$ cat src/rtl/uart_tx_scheduler.sv
// uart_tx_scheduler: round-robin sharing of one UART TX engine (tx_start/tx_busy) among NUM_REQ byte producers.
// Define UART_ARB_TAG_EN to send a {TAG_PREFIX, grant_id} tag frame ahead of every data frame.
module uart_tx_scheduler #(
  parameter int         NUM_REQ       = 4,
  parameter int         IDW           = 2,
  parameter int         START_TIMEOUT = 64,
  parameter logic [3:0] TAG_PREFIX    = 4'hA
) (
  input  logic                 clk,
  input  logic                 rst,
  input  logic [NUM_REQ-1:0]   req_valid,
  input  logic [8*NUM_REQ-1:0] req_data,
  output logic [NUM_REQ-1:0]   req_ready,
  output logic [7:0]           tx_data,
  output logic                 tx_start,
  input  logic                 tx_busy,
  output logic [IDW-1:0]       grant_id,
  output logic                 active,
  output logic                 err_timeout
);

  localparam int CW = $clog2(START_TIMEOUT + 1);
  localparam logic [CW-1:0] TO_LAST = CW'(START_TIMEOUT - 1);
  localparam logic [CW-1:0] TO_MAX  = CW'(START_TIMEOUT);

  typedef enum logic [2:0] {
    S_IDLE    = 3'd0,
    S_GRANT   = 3'd1,
    S_START   = 3'd2,
    S_WAIT_HI = 3'd3,
    S_WAIT_LO = 3'd4
  } state_t;

  state_t             r_state;
  logic [NUM_REQ-1:0] r_req_ready;
  logic [7:0]         r_tx_data;
  logic               r_tx_start;
  logic [IDW-1:0]     r_grant_id;
  logic               r_active;
  logic               r_err;
  logic [CW-1:0]      r_cnt;

  logic [IDW:0]       w_sum;
  logic [IDW-1:0]     w_pick;
  logic               w_any;
  logic [7:0]         w_slice;
  logic [CW-1:0]      w_cnt_inc;

`ifdef UART_ARB_TAG_EN
  logic [7:0]         r_hold;
  logic               r_tag_phase;
`else
  logic               w_unused_tag;
  assign w_unused_tag = ^TAG_PREFIX;
`endif

  // Offsets are walked farthest-first so the nearest valid requester after grant_id wins.
  always_comb begin
    w_pick = r_grant_id;
    w_sum  = '0;
    for (int i = NUM_REQ; i >= 1; i--) begin
      w_sum  = {1'b0, r_grant_id} + (IDW+1)'(i);
      w_sum  = (w_sum >= (IDW+1)'(NUM_REQ)) ? (w_sum - (IDW+1)'(NUM_REQ)) : w_sum;
      w_pick = req_valid[w_sum[IDW-1:0]] ? w_sum[IDW-1:0] : w_pick;
    end
  end

  assign w_any     = |req_valid;
  assign w_slice   = req_data[8*int'(r_grant_id) +: 8];
  assign w_cnt_inc = (r_cnt == TO_MAX) ? r_cnt : (r_cnt + CW'(1));

  // Grant/launch/handshake sequencer; r_cnt holds the cycles elapsed since tx_start.
  always_ff @(posedge clk) begin
    if (rst) begin
      r_state     <= S_IDLE;
      r_req_ready <= '0;
      r_tx_data   <= 8'h00;
      r_tx_start  <= 1'b0;
      r_grant_id  <= IDW'(NUM_REQ - 1);
      r_active    <= 1'b0;
      r_err       <= 1'b0;
      r_cnt       <= '0;
`ifdef UART_ARB_TAG_EN
      r_hold      <= 8'h00;
      r_tag_phase <= 1'b0;
`endif
    end else begin
      r_req_ready <= '0;
      r_tx_start  <= 1'b0;
      r_err       <= 1'b0;
      case (r_state)
        S_IDLE: begin
          if (w_any && !tx_busy) begin
            r_grant_id  <= w_pick;
            r_req_ready <= NUM_REQ'(1) << w_pick;
            r_active    <= 1'b1;
            r_state     <= S_GRANT;
          end else begin
            r_active    <= 1'b0;
            r_state     <= S_IDLE;
          end
        end
        // A producer that withdraws during its ready pulse loses the byte; nothing is launched.
        S_GRANT: begin
          if (req_valid[r_grant_id]) begin
`ifdef UART_ARB_TAG_EN
            r_hold      <= w_slice;
            r_tx_data   <= {TAG_PREFIX, 4'(r_grant_id)};
            r_tag_phase <= 1'b1;
`else
            r_tx_data   <= w_slice;
`endif
            r_tx_start  <= 1'b1;
            r_state     <= S_START;
          end else begin
            r_active    <= 1'b0;
            r_state     <= S_IDLE;
          end
        end
        S_START: begin
          r_cnt   <= CW'(1);
          r_state <= S_WAIT_HI;
        end
        S_WAIT_HI: begin
          if (tx_busy) begin
            r_state <= S_WAIT_LO;
          end else if (r_cnt >= TO_LAST) begin
            r_cnt    <= w_cnt_inc;
            r_err    <= 1'b1;
            r_active <= 1'b0;
`ifdef UART_ARB_TAG_EN
            r_tag_phase <= 1'b0;
`endif
            r_state  <= S_IDLE;
          end else begin
            r_cnt   <= w_cnt_inc;
            r_state <= S_WAIT_HI;
          end
        end
        S_WAIT_LO: begin
          if (!tx_busy) begin
`ifdef UART_ARB_TAG_EN
            if (r_tag_phase) begin
              r_tag_phase <= 1'b0;
              r_tx_data   <= r_hold;
              r_tx_start  <= 1'b1;
              r_state     <= S_START;
            end else begin
              r_active    <= 1'b0;
              r_state     <= S_IDLE;
            end
`else
            r_active <= 1'b0;
            r_state  <= S_IDLE;
`endif
          end else begin
            r_state <= S_WAIT_LO;
          end
        end
        default: begin
          r_active <= 1'b0;
          r_state  <= S_IDLE;
        end
      endcase
    end
  end

  assign req_ready   = r_req_ready;
  assign tx_data     = r_tx_data;
  assign tx_start    = r_tx_start;
  assign grant_id    = r_grant_id;
  assign active      = r_active;
  assign err_timeout = r_err;

endmodule

$ cat config.mk
export PLATFORM = sky130hd
export DESIGN_NAME = uart_tx_scheduler
export DESIGN_NICKNAME = d
export VERILOG_FILES = /design/src/rtl/uart_tx_scheduler.sv
export SDC_FILE = /design/constraint.sdc
export NUM_CORES = 1
export LEC_CHECK = 0
export BUFFER_PORTS_ARGS = -buffer_cell sky130_fd_sc_hd__buf_2
export CAP_MARGIN = 20
export CORE_MARGIN = 5
export CORE_UTILIZATION = 30
export DETAILED_ROUTE_END_ITERATION = 12
export MAX_ROUTING_LAYER = met4
export PLACE_DENSITY_LB_ADDON = 0.12
export SLEW_MARGIN = 0
export SYNTH_ARGS = -nofsm -noshare
export SYNTH_HDL_FRONTEND = slang
export SYNTH_SLANG_ARGS = --single-unit
$ cat constraint.sdc
create_clock -name clk -period 2.1 [get_ports clk]
set_input_delay 0.315 -clock clk [delete_from_list [all_inputs] [get_ports clk]]
set_output_delay 0.315 -clock clk [all_outputs]
set_load 0.1 [all_outputs]
Yosys cells after proc, flatten, opt, wreduce, memory -nomap -nowiden:

Index checks and enable logic that the tools add are counted.
W data, S select, Z words.

* add/sub/neg operators: 9
* $lt $le $gt $ge: 10
* eq/ne operators: 10
* shift operators: 2
* mux-type cells: 35
* bitwise logic cells: 5
* reductions and logical operators: 12

Operators with widths (count)
* $shiftx A32 B6 Y8: 1
* $mux W2: 10
* $lt A2 B3 Y1 const B: 5
* $pmux W3 S5: 1
* $mux W7: 2
* $pmux W7 S2: 1
* $mux W1: 13
* $ge A3 B3 Y1 const B: 4
* $bmux W1 S2: 5
* $ne A2 B2 Y1 const B: 5
* $sub A2 B1 Y2 const B: 4
* $add A7 B1 Y7 const B: 1
* $eq A7 B7 Y1 const B: 1
* $ge A7 B6 Y1 const B: 1
* $add A2 B2 Y3 const B: 2
* $eq A3 B2 Y1 const B: 2
* $mux W3: 2
* $reduce_or A3 Y1: 2
* $not A1 Y1: 5
* $pmux W1 S5: 1
* $reduce_and A5 Y1: 1
* $reduce_and A2 Y1: 2
* $reduce_or A4 Y1: 1
* $shl A1 B2 Y4 const A: 1
* 10 further kinds: 10

* register bits after elaboration: 27
* output and inout port bits: 17

Depth between registers and ports, before layout:

Gate-level depths: netlist of the first run.

* depth after elaboration: 10
* depth in mapped cells: 6
* depth with buffers taken out: 6

Worst setup path before layout of the first run:

OpenSTA, ideal clock, no wires.

* path type: register to register
* from: register r_grant_id[0], in the netlist grant_id[0]
* to: register r_tx_data[2], in the netlist tx_data[2]
* library setup time: 0.128 ns
* data arrival time: 2.194 ns
* required time: 1.972 ns
* slack: -0.221 ns
* cell stages (with the launch flop): 6
* buffers on the path: 2
* period minus slack after synthesis: 2.321 ns
* cell sequence: dfxtp_1 -> buf_2 -> buf_2 -> mux4_2 -> mux2i_1 -> nor2_1

* longest elaborated chain between the ends: 3

Ends and longest elaborated chain
* start, declared: RTL line 38 `logic [IDW-1:0] r_grant_id;`
* start signal, assigned: RTL line 79 `r_grant_id <= IDW'(NUM_REQ - 1);`
* start signal, assigned: RTL line 94 `r_grant_id <= w_pick;`
* parallel branches: the longest is 3 deep, another holds $shiftx A32 B6 Y8
* end signal, assigned: RTL line 111 `r_tx_data <= w_slice;`
* end, declared: RTL line 36 `logic [7:0] r_tx_data;`

Several ways; the timed one is not identified. The select of a mux whose other input is x is not followed.
A chain may end at the register's enable or synchronous reset.

Worst setup path after layout of the first run:

* from: register r_grant_id[0], in the netlist grant_id[0]
* to: output port grant_id[0]

RTL lines
* end, declared: RTL line 17 `output logic [IDW-1:0] grant_id,`

No word-level cell between the ends.

==> results of run 1 <==
[worst reg2reg max path, stage by stage (launching register included)]
cell       delay (ps)
dfxtp_2           570
mux2i_1           370
a2bb2oi_1         200
buf_4             230
mux2i_1           220
nor2_1             50
[cell families after synthesis]
logic type / count (synthesis) / share of synthesized area, %
and+or+nand+nor: 63 / 23.8
AOI/OAI and AO/OA: 30 / 15.9
muxes: 18 / 17.8
DFF: 27 / 34.2
adders and majority gates: 2 / 1.58
xor gates and xnor gates: 1 / 0.553
buffers and inverters: 20 / 6.24
[worst max path at each step]
stage / from / endpoint / slack (ps) / cells after the start
5_1_grt: grant_id[1] / tx_data[1] / 160 / 5
6_report: grant_id[0] / grant_id[0] / 360 / 1
3_5_place_dp: grant_id[1] / tx_data[3] / 320 / 5
4_1_cts: grant_id[0] / grant_id[0] / 310 / 1
2_1_floorplan: grant_id[0] / tx_data[2] / 110 / 5
3_3_place_gp: grant_id[1] / tx_data[0] / 360 / 5
[state kept, by name (all words and copies together), names as in the netlist]
register     cells
r_cnt            7
req_ready        4
err_timeout      1
grant_id         2
r_state          3
tx_start         1
tx_data          8
active           1
[per-layer routing]
metal	GRT usage (%)	vias to the layer above	part of all wire [%]
li1	-	696	-
met1	14.5	647	45
met2	19.8	29	47
met3	3.04	2	6.8
met4	1.47	0	0.53
met5	-	-	0
[area by class of cell]
cell class	instances	area, um^2
clock inverter	1	7.51
fill	524	3160
sequential	27	543
multi-input combinational	114	943
tap	70	87.6
timing repair buffer	58	298
inverter	8	30.0
clock buffer	3	41.3
[cell usage after synthesis, drive strengths merged, types with 2 or more instances]
library cell  number
nor2b              2
o31ai              2
nand3              3
mux2i              9
or2                2
nor2              19
ha                 2
inv                8
or3                3
nor4               5
or4                3
and3b              3
dfxtp             27
nand2b             2
nor3b              2
nor3               4
mux4               8
buf               10
o211ai             2
nand2              8
clkbuf             2
o21ai              3
a2bb2oi            3
nand3b             2
a221oi             2
a21oi             10
[power groups by stage]
stage / Combinational, uW / Clock (uW) / Sequential [uW]
final: 640 / 303 / 633
after global routing: 687 / 342 / 648
after CTS: 646 / 327 / 636
after detailed placement: 644 / 0 / 648
after global placement: 645 / 0 / 648
after floorplan: 363 / 0 / 819
[per-stage QoR]
stage                     cell area [um^2]  utilization (%)  setup WS [ps]
after floorplan                       1590                -            114
after global routing                  1950             38.2            157
after global placement                1900             37.2            358
after CTS                             1950             38.2            310
after detailed placement              1900             37.2            318
final                                 1950             38.2            360
==> impl_results.md, run 1 <==
- Commonest non-fill, non-tap cell in the layout: buf_2
- Core area: 5110 um^2
- Routed Antenna Nets: 0
- Worst rel slew slack: 61.3%
- Crit path buffers/inverters: 1
- Worst Path Max Fanout: 18
- All-Layer GR Usage: 11.7%
- Post-layout minimum cycle time: 1740 ps
- Peak VDD IR: 0.000331 V
- Leak Pwr: 0.000860 uW
- Post-cts hold buffer count: 0
- Clock Power Share: 19.2%
- CP delay by family, top: flip-flops
- Worst-path clk slew: 100 ps
- Net Count, Synth: 202
- Area share of the largest cell type after synthesis: 34.2%
- Hold path depth: 3
- Num CTS Buffers: 3
- Placed cell count: 277
- Share of post-route cells with drive strength above 1: 40.3%
- Initial antenna violation count: 0
- Period utilization: 82.8%
- FMAX: 575 MHz
- Switch share: 41.7%
- Reg2Reg Depth: 5
- Worst Setup Start Kind: register
- H-tree Lvls: 1
- First-pass GRT wire length: 6120 um
- Vias in the first global route: 1330
- RSZ-0062 raised after global routing: no
- MaxCap Viol Count: 0
- Clock tree buffer depth: 2
- Synth area leaders: dfxtp_1 34%, mux4_2 11%, mux2i_1 5.7%, nor2_1 4.3%, a21oi_1 2.8%
- Initial Util: 31.0%
- Status: complete, no violations
- Final hold violations: 0
- Most frequent cells in the layout: 55 x buf_2, 25 x dfxtp_1, 18 x nor2_1
- Clock sinks: 27
- Clock root buffer: clkbuf_8
- Postcts setup bufs: 0
- P&R area growth vs syn: 23.2%
- Register share of total power: 40.2%
- Seq/Total Area, Yosys: 34.2%
- Slowest CP cell: dfxtp_2
- Final max-slew violation count: 0
- Drt pass-1 iters: 4
- Post-Synthesis Cells: 161
- Final #Nets: 253
- Worst Skew: 5.54 ps
- Vias: 1374
- DRC viols: 0
- IO buf count: 55
- Height of the die: 82.6 um
- Switch Pwr: 658 uW
- Reg2reg setup slack: 370 ps
- CTS resizes: 0
- Via-to-Cell Ratio: 4.89
- Final setup viols: 0
- Number of synthesized flops with an enable pin: 0
- Worst R2R End: tx_data[3]
- Setup tns final: 0 ps
- Initial DRC count: 28
- Site Rows: 26
- Combinational share of power: 40.6%
- Yosys top cell by area: dfxtp_1
- Top_reg_cell synth: dfxtp_1
- Ys async rst share: 0%
- Routed wire length: 3760 um
- Die W: 82.6 um
- Mean post-synth cell area: 9.83 um^2
- Final GP Congestion: 0.734
- Pwr Density: 808 nW/um^2
- Worst R2R Start: grant_id[1]
- #FFs+latches synth: 27
- Hold path endpoint: grant_id[1]
- Largest stage delay on the critical path: 630 ps
- Num ports: 56
- Synthesized cell area: 1580 um^2
- Dpl hpwl: 2900 um
- Final Non-Filler Cells: 281
- CTS tree: yes
- Post-synth cell types: 53
- Worst Hold Class: input port to register
- Pint: 919 uW
- Total grt overflow: 0
- Actual slew at the worst max-slew pin: 576 ps
- Crit end category: output pin
- Crit-path cells: buf_2
- Count of warnings emitted by yosys: 0
- Area of the die: 6830 um^2
- Largest net degree at the start of global routing: 20
- Clock Latency Late Sink: 270 ps
- Critical path class: register to output pin
- Worst hold start: rst
- Required @ worst endpoint: 1780 ps
- Ant diodes: 0
- Wirelength per Cell: 13.4 um
- Crit path DAT: 1420 ps
- Total power: 1580 uW
- Hold Slack: 316 ps
(Power assumes the default switching activity.)
==> inputs of run 2 (changes only) <==
--- a/config.mk
+++ b/config.mk
@@ -5,6 +5,7 @@
 export SDC_FILE = /design/constraint.sdc
 export NUM_CORES = 1
 export LEC_CHECK = 0
+export ABC_AREA = 1
 export BUFFER_PORTS_ARGS = -buffer_cell sky130_fd_sc_hd__buf_2
 export CAP_MARGIN = 20
 export CORE_MARGIN = 5
==> constraint.sdc (replaced) <==
create_clock -name clk -period 1.4 [get_ports clk]
set_input_delay 0.21 -clock clk [delete_from_list [all_inputs] [get_ports clk]]
set_output_delay 0.21 -clock clk [all_outputs]
set_load 0.1 [all_outputs]
==> run 2 against run 1 <==
  * Setup slack got worse by 320 ps
  * Register-to-register slack lost 310 ps
  * Via count up 28%
  * Highest routed layer unchanged
==> impl_results.md, run 2 <==
- Num ports: 56
- Number of synthesized flops with an enable pin: 0
- Placement Setup Slack: 17.5 ps
- Dpl hpwl: 3490 um
- Leak Pwr: 0.00104 uW
- Final #Nets: 358
- Post-cts hold buffer count: 0
- Mean post-synth cell area: 6.60 um^2
- IO buf count: 55
- Post-layout minimum cycle time: 1360 ps
- H-tree Lvls: 1
- Hold path depth: 2
- Actual slew at the worst max-slew pin: 499 ps
- Wirelength per Cell: 11.9 um
- Worst Setup Start Kind: register
- Worst hold start: tx_busy
- Worst Setup SP: grant_id[0]
- Final GP Congestion: 0.846
- Synthesized cell area: 1630 um^2
- Hold Slack: 160 ps
- Most frequent cell after synthesis: nand2_1
- Num CTS Buffers: 3
- Total grt overflow: 0
- Height of the die: 83.7 um
- Clock sinks: 27
- All-Layer GR Usage: 13.2%
- CTS tree: yes
- Crit end category: output pin
- P&R area growth vs syn: 37.3%
- Final hold violations: 0
- Routed Antenna Nets: 0
- Pwr Density: 1230 nW/um^2
- Largest net degree at the start of global routing: 18
- Core area: 5200 um^2
- Via-to-Cell Ratio: 4.56
- Critical path class: register to output pin
- Die W: 83.7 um
- Routed wire length: 4580 um
- Worst rel slew slack: 67.0%
- Worst-path clk slew: 90 ps
- Top_reg_cell synth: dfxtp_1
- Period utilization: 97.0%
- Clock root buffer: clkbuf_8
- Required @ worst endpoint: 1190 ps
- Status: complete, no violations
- Crit path DAT: 1150 ps
- Area share of the largest cell type after synthesis: 33.2%
- RSZ-0062 raised after global routing: yes
- Seq/Total Area, Yosys: 33.2%
- Worst R2R End: grant_id[0]
- Yosys top cell by area: dfxtp_1
- FMAX: 736 MHz
- Total power: 2760 uW
- Initial Util: 31.3%
- Post-Synthesis Cells: 247
- Worst setup margin: 41.9 ps
- Max reg flops: 8
- Most frequent cells in the layout: 53 x buf_2, 44 x nand2_1, 32 x nor2_1
- Ant diodes: 0
- Ys async rst share: 0%
- #FFs+latches synth: 27
- Worst Hold Class: input port to register
- Layout Utilization: 43.0%
- Reg2reg setup slack: 60 ps
- Final max-slew violation count: 0
- Vias in the first global route: 1672
- Initial antenna violation count: 0
- Area of the die: 7010 um^2
- MaxCap Viol Count: 0
- First-pass GRT wire length: 7660 um
- List of most frequent post-synthesis cells: 49 x nand2_1, 34 x nor2_1, 27 x dfxtp_1
- Peak VDD IR: 0.000379 V
- Commonest non-fill, non-tap cell in the layout: buf_2
- Worst R2R Start: grant_id[0]
- Worst Skew: 7.18 ps
- Clock tree buffer depth: 2
- Final setup viols: 0
- Vias: 1762
- Initial DRC count: 92
- Count of warnings emitted by yosys: 0
- Drt pass-1 iters: 4
- Worst Path Max Fanout: 7
- Reg2Reg Depth: 7
- Synth area leaders: dfxtp_1 33%, nand2_1 11%, nor2_1 7.8%, nand3_1 7.4%, o21ai_0 6.1%
- Setup tns final: 0 ps
- Site Rows: 26
- Net Count, Synth: 288
- Post-synth cell types: 31
- DRC viols: 0
- Share of post-route cells with drive strength above 1: 35.4%
- Clock Latency Late Sink: 270 ps
- Hold path endpoint: err_timeout
-- run 2: cell count changes in the layout (fill, tap and decap cells not counted), moves of 12 or more --
cell	delta
o21ai_0	+17
inv_1	+18
buf_4	+12
nor2_1	+14
nand3_1	+18
nand2_1	+36
-- run 2: cell families after synthesis --
group | Yosys count | share of synthesized area [%]
AND/OR/NAND/NOR | 126 | 35.6
AO/OA/AOI/OAI | 50 | 16.3
buffers and inverters | 38 | 11.2
flip-flops | 27 | 33.2
XOR/XNOR | 4 | 2.15
adder cells (fa/ha/maj) | 2 | 1.53
-- run 2: what timing repair did --
action / 4_1_cts / 5_1_grt
gates resized for setup: 0 / 21
buffers inserted: 0 / 5
endpoints found under the setup margin: 0 / 15
-- run 2: critical path, stage by stage, from the launching register on --
cell and delay, ps:
dfxtp_4 420, buf_8 140, buf_6 140, buf_12 180
-- run 2: metal layers --
layer / vias up / GRT usage, % / routed length, um
met3: 4 / 3.26 / 283
li1: 951 / - / -
met4: 0 / 3.95 / 48
met5: - / - / 0
met1: 768 / 17.7 / 2230
met2: 39 / 19.6 / 2020
-- run 2: worst max path at each step --
stage | end | slack (ps) | cells after the start
6_report | grant_id[0] | 40 | 3
5_1_grt | req_ready[1] | -40 | 8
4_1_cts | r_cnt[1] | 10 | 8
3_5_place_dp | r_cnt[1] | 20 | 8
3_3_place_gp | req_ready[2] | 40 | 5
2_1_floorplan | req_ready[0] | -50 | 10
-- run 2: report_power, final --
part           switching, uW  total (uW)  internal, uW
clock network            241         440           199
logic                    929        1390           462
registers               79.9         926           846
-- run 2: stage by stage --
stage / instance area, um^2 / cells
floorplan: 1670 / 247
global placement: 2090 / 376
detailed placement: 2090 / 376
CTS: 2140 / 380
global route: 2240 / 386
finish: 2240 / 386
-- run 2: area by class of cell --
class / instances / area [um^2]
multi-input combinational: 183 / 975
clock inverter: 1 / 5.00
tap: 70 / 87.6
inverter: 29 / 119
timing repair buffer: 73 / 455
fill: 554 / 2970
sequential: 27 / 556
clock buffer: 3 / 41.3
